==> config.mk <==
export PLATFORM = sky130hd
export DESIGN_NAME = grf_hazard_ctrl
export DESIGN_NICKNAME = d
export VERILOG_FILES = /design/src/rtl/grf_hazard_ctrl.sv
export SDC_FILE = /design/constraint.sdc
export NUM_CORES = 1
export LEC_CHECK = 0
export CAP_MARGIN = 5
export CORE_ASPECT_RATIO = 0.7
export CORE_MARGIN = 10
export CORE_UTILIZATION = 37
export DETAILED_ROUTE_END_ITERATION = 12
export GPL_ROUTABILITY_DRIVEN = 0
export PLACE_DENSITY = 0.78
export SYNTH_ARGS = -nofsm -noshare
export SYNTH_HDL_FRONTEND = slang
export SYNTH_SLANG_ARGS = --single-unit
==> constraint.sdc <==
create_clock -name clk -period 2.4 [get_ports clk]
set_clock_uncertainty 0.05 [all_clocks]
set_input_delay 0.6 -clock clk [delete_from_list [all_inputs] [get_ports clk]]
set_output_delay 0.6 -clock clk [all_outputs]
set_load 0.05 [all_outputs]
==> src/rtl/grf_hazard_ctrl.sv <==
// rtl/grf_hazard_ctrl.sv - GRF write-back tracking, operand forwarding and decode stall control
module grf_hazard_ctrl (
  input  logic        clk,
  input  logic        reset,
  input  logic [4:0]  rs_addr,
  input  logic [4:0]  rt_addr,
  input  logic        rs_need,
  input  logic        rt_need,
  input  logic [31:0] grf_r1,
  input  logic [31:0] grf_r2,
  input  logic        issue_valid,
  input  logic        issue_we,
  input  logic [4:0]  issue_a3,
  input  logic [1:0]  issue_tnew,
  input  logic [31:0] issue_pc,
  input  logic [31:0] e_wd,
  input  logic [31:0] m_wd,
  input  logic [31:0] w_wd,
  output logic [31:0] rs_val,
  output logic [31:0] rt_val,
  output logic        stall,
  output logic        grf_we,
  output logic [4:0]  grf_a3,
  output logic [31:0] grf_wd,
  output logic [31:0] grf_pc
);

  logic        e_valid, m_valid, w_valid;
  logic [4:0]  e_a3, m_a3, w_a3;
  logic [1:0]  e_tnew, m_tnew, w_tnew;
  logic [31:0] e_pc, m_pc, w_pc;

  logic rs_pend, rt_pend;
  logic issue_ok;

  // tnew counts stages remaining, so it drops by one on every stage advance
  function automatic logic [1:0] dec_tnew(input logic [1:0] t);
    return (t == 2'd0) ? 2'd0 : t - 2'd1;
  endfunction

  // Only real register writers occupy a slot; a stalled issue becomes a bubble
  assign issue_ok = !stall && issue_valid && issue_we && (issue_a3 != 5'd0);

  // Slot pipeline E -> M -> W; a load (tnew=2) reaches W with tnew=0
  always_ff @(posedge clk) begin
    if (reset) begin
      e_valid <= 1'b0;  e_a3 <= 5'd0;  e_tnew <= 2'd0;  e_pc <= 32'd0;
      m_valid <= 1'b0;  m_a3 <= 5'd0;  m_tnew <= 2'd0;  m_pc <= 32'd0;
      w_valid <= 1'b0;  w_a3 <= 5'd0;  w_tnew <= 2'd0;  w_pc <= 32'd0;
    end else begin
      w_valid <= m_valid;
      w_a3    <= m_a3;
      w_tnew  <= dec_tnew(m_tnew);
      w_pc    <= m_pc;
      m_valid <= e_valid;
      m_a3    <= e_a3;
      m_tnew  <= dec_tnew(e_tnew);
      m_pc    <= e_pc;
      e_valid <= issue_ok;
      e_a3    <= issue_a3;
      e_tnew  <= issue_tnew;
      e_pc    <= issue_pc;
    end
  end

  // rs operand: newest matching producer wins, even when it is not ready yet
  always_comb begin
    rs_val  = grf_r1;
    rs_pend = 1'b0;
    if (rs_addr == 5'd0) begin
      rs_val = 32'd0;
    end else if (e_valid && e_a3 == rs_addr) begin
      if (e_tnew == 2'd0) rs_val = e_wd;
      else                rs_pend = 1'b1;
    end else if (m_valid && m_a3 == rs_addr) begin
      if (m_tnew == 2'd0) rs_val = m_wd;
      else                rs_pend = 1'b1;
    end else if (w_valid && w_a3 == rs_addr) begin
      if (w_tnew == 2'd0) rs_val = w_wd;
      else                rs_pend = 1'b1;
    end
  end

  // rt operand: same resolution as rs against the second read port
  always_comb begin
    rt_val  = grf_r2;
    rt_pend = 1'b0;
    if (rt_addr == 5'd0) begin
      rt_val = 32'd0;
    end else if (e_valid && e_a3 == rt_addr) begin
      if (e_tnew == 2'd0) rt_val = e_wd;
      else                rt_pend = 1'b1;
    end else if (m_valid && m_a3 == rt_addr) begin
      if (m_tnew == 2'd0) rt_val = m_wd;
      else                rt_pend = 1'b1;
    end else if (w_valid && w_a3 == rt_addr) begin
      if (w_tnew == 2'd0) rt_val = w_wd;
      else                rt_pend = 1'b1;
    end
  end

  assign stall = (rs_need && rs_pend) || (rt_need && rt_pend);

  // W slot drives the GRF write port; W never holds $0 because such issues are dropped
  assign grf_we = w_valid;
  assign grf_a3 = w_a3;
  assign grf_wd = w_wd;
  assign grf_pc = w_pc;

endmodule
==> impl_metrics.ini, run 1 <==
[status]
status = finished, violations left
violations = negative setup slack

[placement]
dpl.hpwl_mm = 22.8
dp_cells = 1437
dp_slack_ns = -1.07
numPortBuffers = 349

[logic_synthesis]
synth_top_area_share_pct = 34.6
async_reset_ff_share_pct = 0
netlist_instances = 870
ys_seq_elements = 120
yosys-top-cells-count = nand2_1 (132), dfxtp_1 (120), o211ai_1 (120)
yosysMostFrequentCell = nand2_1
yosysTopAreaCell = dfxtp_1
syn_area_per_cell_um2 = 7.98
synthFlopType = dfxtp_1
synthTopCellsByArea = dfxtp_1 (35%), o211ai_1 (13%), nor2b_1 (11%), a32o_1 (8.9%), nand2_1 (7.1%)
synth_warnings = 0
yosysSeqAreaShare_pct = 34.6
synth-edff-count = 0
synth_cell_types = 32
netlist_area_um2 = 6940
synthesis.nets = 1087

[clock_network]
htreeDepth = 4
tritoncts.num_buffers = 17
clock_sinks = 120
insertion_delay_ns = 0.40
cts_hold_buf = 0
cts-root-buf = clkbuf_16
path_clk_slew_ns = 0.06
clock_path_buffers = 2
cts_tree = yes

[sta]
period_share_pct = 123
slew_headroom_pct = 63.0
tns_ns = -32.82
setup_viol = 65
period_needed_ns = 2.96
fmax_ghz = 0.338
finalMaxSlewViolations = 0
timing.final.ws_setup_ns = -0.562
hold_viol = 0
rsz0062_at_grt = true
worstMarginPinSlew_ns = 0.553

[detailed_routing]
wl_per_cell_um = 22.3
detail_route.vias_per_cell = 5.58
drc_errors = 0
drt_wl_total_mm = 33.6
drt_iter0_drc = 888
first_pass_iters = 5
vias = 8398
ant_nets = 0

[layout]
final_nets = 1473
final_util_pct = 73.3
syn2layout_area_growth_pct = 92.5
layout-drive-gt1-share_pct = 32.2
fin_cells = 1506
fill_cells = 1234

[critical_path]
crit_required_ns = 1.75
end_kind = output port
path_class = reg -> out
startpoint_type = register
arrival_ns = 2.31
crit_fanout = 5
crit_top_cell = buf_12
crit_chain = xnor2_2 > nand2_2 > nor3_4 > buf_6 > buf_16 > buf_12 > buf_12 > nand2_4 > o211ai_1 > a32o_2 > buf_8
worst_path_largest_cell_delay_ns = 0.40
cpMaxStageDelayCell = dfxtp_2

[floorplan]
start_util_pct = 38.1
rows = 41
fp.dieArea_um2 = 24700
fp.coreArea_um2 = 18200
fp.dieH_um = 135
die_width_um = 184
ioPinCount = 350

[power_and_ir_drop]
peakVddDrop_mv = 0.548
powerDensity_nw_per_um2 = 493
p_leak_nw = 5.56

[global_route]
grtUsageTotal_pct = 25.0
antenna_found_initial = 1
grt_pass1_wl_mm = 48.7
grt_max_degree = 52
grt_pass1_vias = 8356
grt-ovfl-total = 0

[min_path]
min_path_type = reg -> reg

[flow_run]
maxCapViolCount = 0
-- critical path: cells and delay by family (launching register included) --
family	cells	cell delay, ns
buffers and inverters	5	0.65
flip-flops	1	0.40
AND/OR/NAND/NOR	3	0.40
AO/OA/AOI/OAI	2	0.33
XOR/XNOR	1	0.13
-- per-layer routing --
metal / share of wire, % / track usage (%) / routed length, µm / up-vias
li1: - / - / - / 3815
met1: 37 / 29.0 / 12500 / 3955
met2: 48 / 42.2 / 16000 / 534
met3: 11 / 8.90 / 3830 / 94
met4: 3.7 / 8.03 / 1250 / 0
met5: 0 / 0 / 0 / -
-- path summary, 6_finish.rpt --
kind / startpoint / to / slack (ns) / depth (start not counted)
setup / recovery: grf_a3[3]$_SDFF_PP0_ / rs_val[23] / -0.56 / 11
hold reg to reg: m_tnew[0]$_SDFF_PP0_ / w_tnew[0]$_SDFF_PP0_ / 0.37 / 1
hold / removal: m_tnew[0]$_SDFF_PP0_ / w_tnew[0]$_SDFF_PP0_ / 0.37 / 1
setup reg to reg: m_a3[0]$_SDFF_PP0_ / e_valid$_SDFF_PP0_ / 0.13 / 8
-- registers in the layout, summed over array words and instances, names as in the netlist --
signal and count:
grf_pc 32, m_pc 32, m_a3 5, m_valid 1, e_tnew 2, w_tnew 2, m_tnew 2, grf_a3 5
e_a3 5, grf_we 1, e_valid 1, e_pc 32
-- where the power goes --
group          internal [mW]  leakage, nW  switching (mW)
Clock                   1.57        0.285           0.919
Combinational          0.962         4.28            1.03
Sequential              2.07        0.994          0.0333
-- final cells by class --
| cell class | count | area (µm²) | share of cell area (%) |
|---|---|---|---|
| Tap cell | 236 | 295 | 2.21 |
| Clock inverter | 13 | 143 | 1.07 |
| Antenna cell | 1 | 2.50 | 0.0187 |
| Inverter | 64 | 240 | 1.80 |
| Timing Repair Buffer | 470 | 5520 | 41.3 |
| Clock buffer | 19 | 443 | 3.32 |
| Multi-Input combinational cell | 583 | 4290 | 32.1 |
| Sequential cell | 120 | 2430 | 18.2 |
-- cell usage in the layout (no fill, tap or decap), types with 3 or more instances in the layout --
cell and n:
a32o_2 62, buf_16 7, dfxtp_2 7, clkbuf_16 18
inv_1 64, inv_6 5, dfxtp_4 5, clkdlybuf4s50_1 239
nand2_2 21, buf_12 57, buf_6 44, buf_4 69
a21oi_1 3, buf_8 48, mux2i_1 5, mux2_2 4
o211ai_1 120, nor3_4 4, xnor2_4 3, xor2_1 7
nor2_4 4, clkbuf_2 4, nor3_1 8, xnor2_2 10
o21ai_0 63, xnor2_1 7, and3_1 3, dfxtp_1 108
nand2_1 109, nor2b_1 118, clkinv_2 3
-- what timing repair did --
item / CTS / global route
pin swaps: 37 / 61
cloned: 11 / 1
setup buffers: 23 / 9
resized for setup: 163 / 100
endpoints found under the setup margin: 66 / 66
-- cell families (layout without fill, tap and decap cells) --
logic type	count (synthesis)	in the layout	share of synthesized area (%)
compound gates	257	257	28.0
xor+xnor	30	30	3.79
fa+ha+maj	2	2	0.360
buf+inv	168	566	11.1
flops	120	120	34.6
mux	10	10	1.51
other cells	0	1	0
simple gates	283	284	20.6
-- through the flow --
| stage | cell area [µm²] | total power, mW | hold WS [ns] |
|---|---|---|---|
| 2_1_floorplan | 7260 | 3.10 | 0.347 |
| 3_3_place_gp | 11500 | 3.93 | 0.364 |
| 4_1_cts | 13000 | 6.52 | 0.369 |
| 3_5_place_dp | 11500 | 3.94 | 0.369 |
| 6_report | 13400 | 6.59 | 0.370 |
| 5_1_grt | 13400 | 6.81 | 0.395 |
(Power assumes the default switching activity.)
==> inputs of run 2 (changes only) <==
--- a/config.mk
+++ b/config.mk
@@ -6,12 +6,12 @@
 export NUM_CORES = 1
 export LEC_CHECK = 0
 export CAP_MARGIN = 5
-export CORE_ASPECT_RATIO = 0.7
+export CORE_ASPECT_RATIO = 1.5
 export CORE_MARGIN = 10
 export CORE_UTILIZATION = 37
 export DETAILED_ROUTE_END_ITERATION = 12
-export GPL_ROUTABILITY_DRIVEN = 0
 export PLACE_DENSITY = 0.78
+export SETUP_SLACK_MARGIN = 0.4
 export SYNTH_ARGS = -nofsm -noshare
 export SYNTH_HDL_FRONTEND = slang
 export SYNTH_SLANG_ARGS = --single-unit
==> run 2 against run 1 <==
The flow still finishes with violations (negative setup slack). Sequential cell count stayed put. Utilization is 0.93 points lower. Total power down 0.24%. Fmax down 1.5%. Register-to-register slack improved by 0.19 ns. Hold slack better by 0.0033 ns. Die area rose by 0.10%. Sequential power barely moved. Sequential share of layout area decreased by 0.080 points. Routed wire length grew 5.6%. Critical path type is now in -> out. Critical endpoint is now rt_val[28]. Largest cell class unchanged.
==> impl_metrics.ini, run 2 (synthesis results as in run 1) <==
[status]
status = finished, violations left
violations = negative setup slack

[placement]
dpl.hpwl_mm = 25.2
numPortBuffers = 349
finalWeightedCongestion = 0.947
dp_slack_ns = -0.991
dpl_cell_area_um2 = 11600

[clock_network]
clock_sinks = 120
cts-root-buf = clkbuf_16
cts_hold_buf = 0
clock_path_buffers = 2
insertion_delay_ns = 0.41
path_clk_slew_ns = 0.05
tritoncts.num_buffers = 17
cts_tree = yes
htreeDepth = 4

[floorplan]
fp.dieArea_um2 = 24700
fp.dieH_um = 188
rows = 61
ioPinCount = 350
die_width_um = 132
fp.coreArea_um2 = 18500
start_util_pct = 37.6

[critical_path]
crit_required_ns = 1.75
crit_fanout = 16
arrival_ns = 2.36
path_class = in -> out
startpoint_type = input port
end_kind = output port

[sta]
hold_viol = 0
slew_headroom_pct = 59.4
timing.final.ws_setup_ns = -0.608
finalMaxSlewViolations = 0
worstMarginPinSlew_ns = 0.609
rsz0062_at_grt = true
tns_ns = -33.57
period_share_pct = 125
period_needed_ns = 3.01
setup_viol = 65
fmax_ghz = 0.332

[global_route]
use_met3_pct = 9.63
grt_pass1_wl_mm = 51.0
grt_pass1_vias = 8430
grt_max_degree = 67
globalRouteMet2Util_pct = 44.0
grtUsageMet1_pct = 29.1
grt_busiest_layer = met2
antenna_found_initial = 9
grtUsageTotal_pct = 26.1
grt-ovfl-total = 0

[detailed_routing]
wl_per_cell_um = 23.1
drt_wl_total_mm = 35.5
detail_route.vias_per_cell = 5.52
ant_nets = 0
first_pass_iters = 6
drc_errors = 0
vias = 8487
drt_iter0_drc = 914

[power_and_ir_drop]
total_power_mw = 6.57
peakVddDrop_mv = 0.652
powerDensity_nw_per_um2 = 491
p_leak_nw = 5.80

[layout]
layout-drive-gt1-share_pct = 32.6
final_nets = 1483
final_cell_mix = clkdlybuf4s50_1 (172), o211ai_1 (120), nor2b_1 (118), nand2_1 (113), dfxtp_1 (110)
final_common_cell = clkdlybuf4s50_1
syn2layout_area_growth_pct = 92.7
fill_cells = 1290
fin_area_um2 = 13400

[min_path]
min_path_type = reg -> reg

[flow_run]
maxCapViolCount = 0
[run 2: metal layers]
layer	vias to the layer above	part of all wire [%]
met5	-	0.020
met4	2	4.9
met3	121	11
met2	610	47
met1	3921	37
li1	3833	-
[run 2: worst paths after layout]
path | startpoint | end | slack, ns | cells after the start
setup / recovery | rt_addr[4] | rt_val[28] | -0.61 | 9
hold / removal | m_tnew[0]$_SDFF_PP0_ | w_tnew[0]$_SDFF_PP0_ | 0.37 | 1
setup reg to reg | m_a3[2]$_SDFF_PP0_ | e_valid$_SDFF_PP0_ | 0.32 | 8
hold reg to reg | m_tnew[0]$_SDFF_PP0_ | w_tnew[0]$_SDFF_PP0_ | 0.37 | 1
[run 2: where the power goes]
part | internal, mW | total, mW | switching (mW)
combinational | 0.952 | 1.99 | 1.04
clock | 1.56 | 2.47 | 0.908
sequential | 2.07 | 2.10 | 0.0305
[run 2: area by class of cell]
| type | instances | area (µm²) | share of cell area, % |
|---|---|---|---|
| Tap cell | 252 | 315 | 2.36 |
| Multi-Input combinational cell | 582 | 4240 | 31.7 |
| Clock inverter | 13 | 144 | 1.08 |
| Timing Repair Buffer | 481 | 5560 | 41.6 |
| Antenna cell | 6 | 15.0 | 0.112 |
| Sequential cell | 120 | 2420 | 18.1 |
| Inverter | 64 | 240 | 1.80 |
| Clock buffer | 19 | 443 | 3.31 |
[run 2: what timing repair did]
item | in CTS | in global routing
buffers inserted | 16 | 11
setup endpoints to repair | 131 | 69
gates resized for setup | 228 | 77
pin swaps | 41 | 41
cloned | 8 | 8
[run 2: worst max-delay path, stage by stage]
cell and delay, ns:
buf_8 0.11, buf_4 0.13, xnor2_1 0.24, and3_4 0.25
and2_4 0.21, buf_12 0.17, o211ai_1 0.17, a32o_2 0.32
buf_8 0.15
[run 2: per-stage QoR]
| stage | instances | hold WS, ns | util [%] |
|---|---|---|---|
| floorplan | 870 | 0.347 | - |
| global placement | 1456 | 0.362 | 62.6 |
| detailed placement | 1456 | 0.365 | 62.6 |
| CTS | 1512 | 0.374 | 69.4 |
| global route | 1534 | 0.388 | 72.4 |
| finish | 1537 | 0.373 | 72.4 |
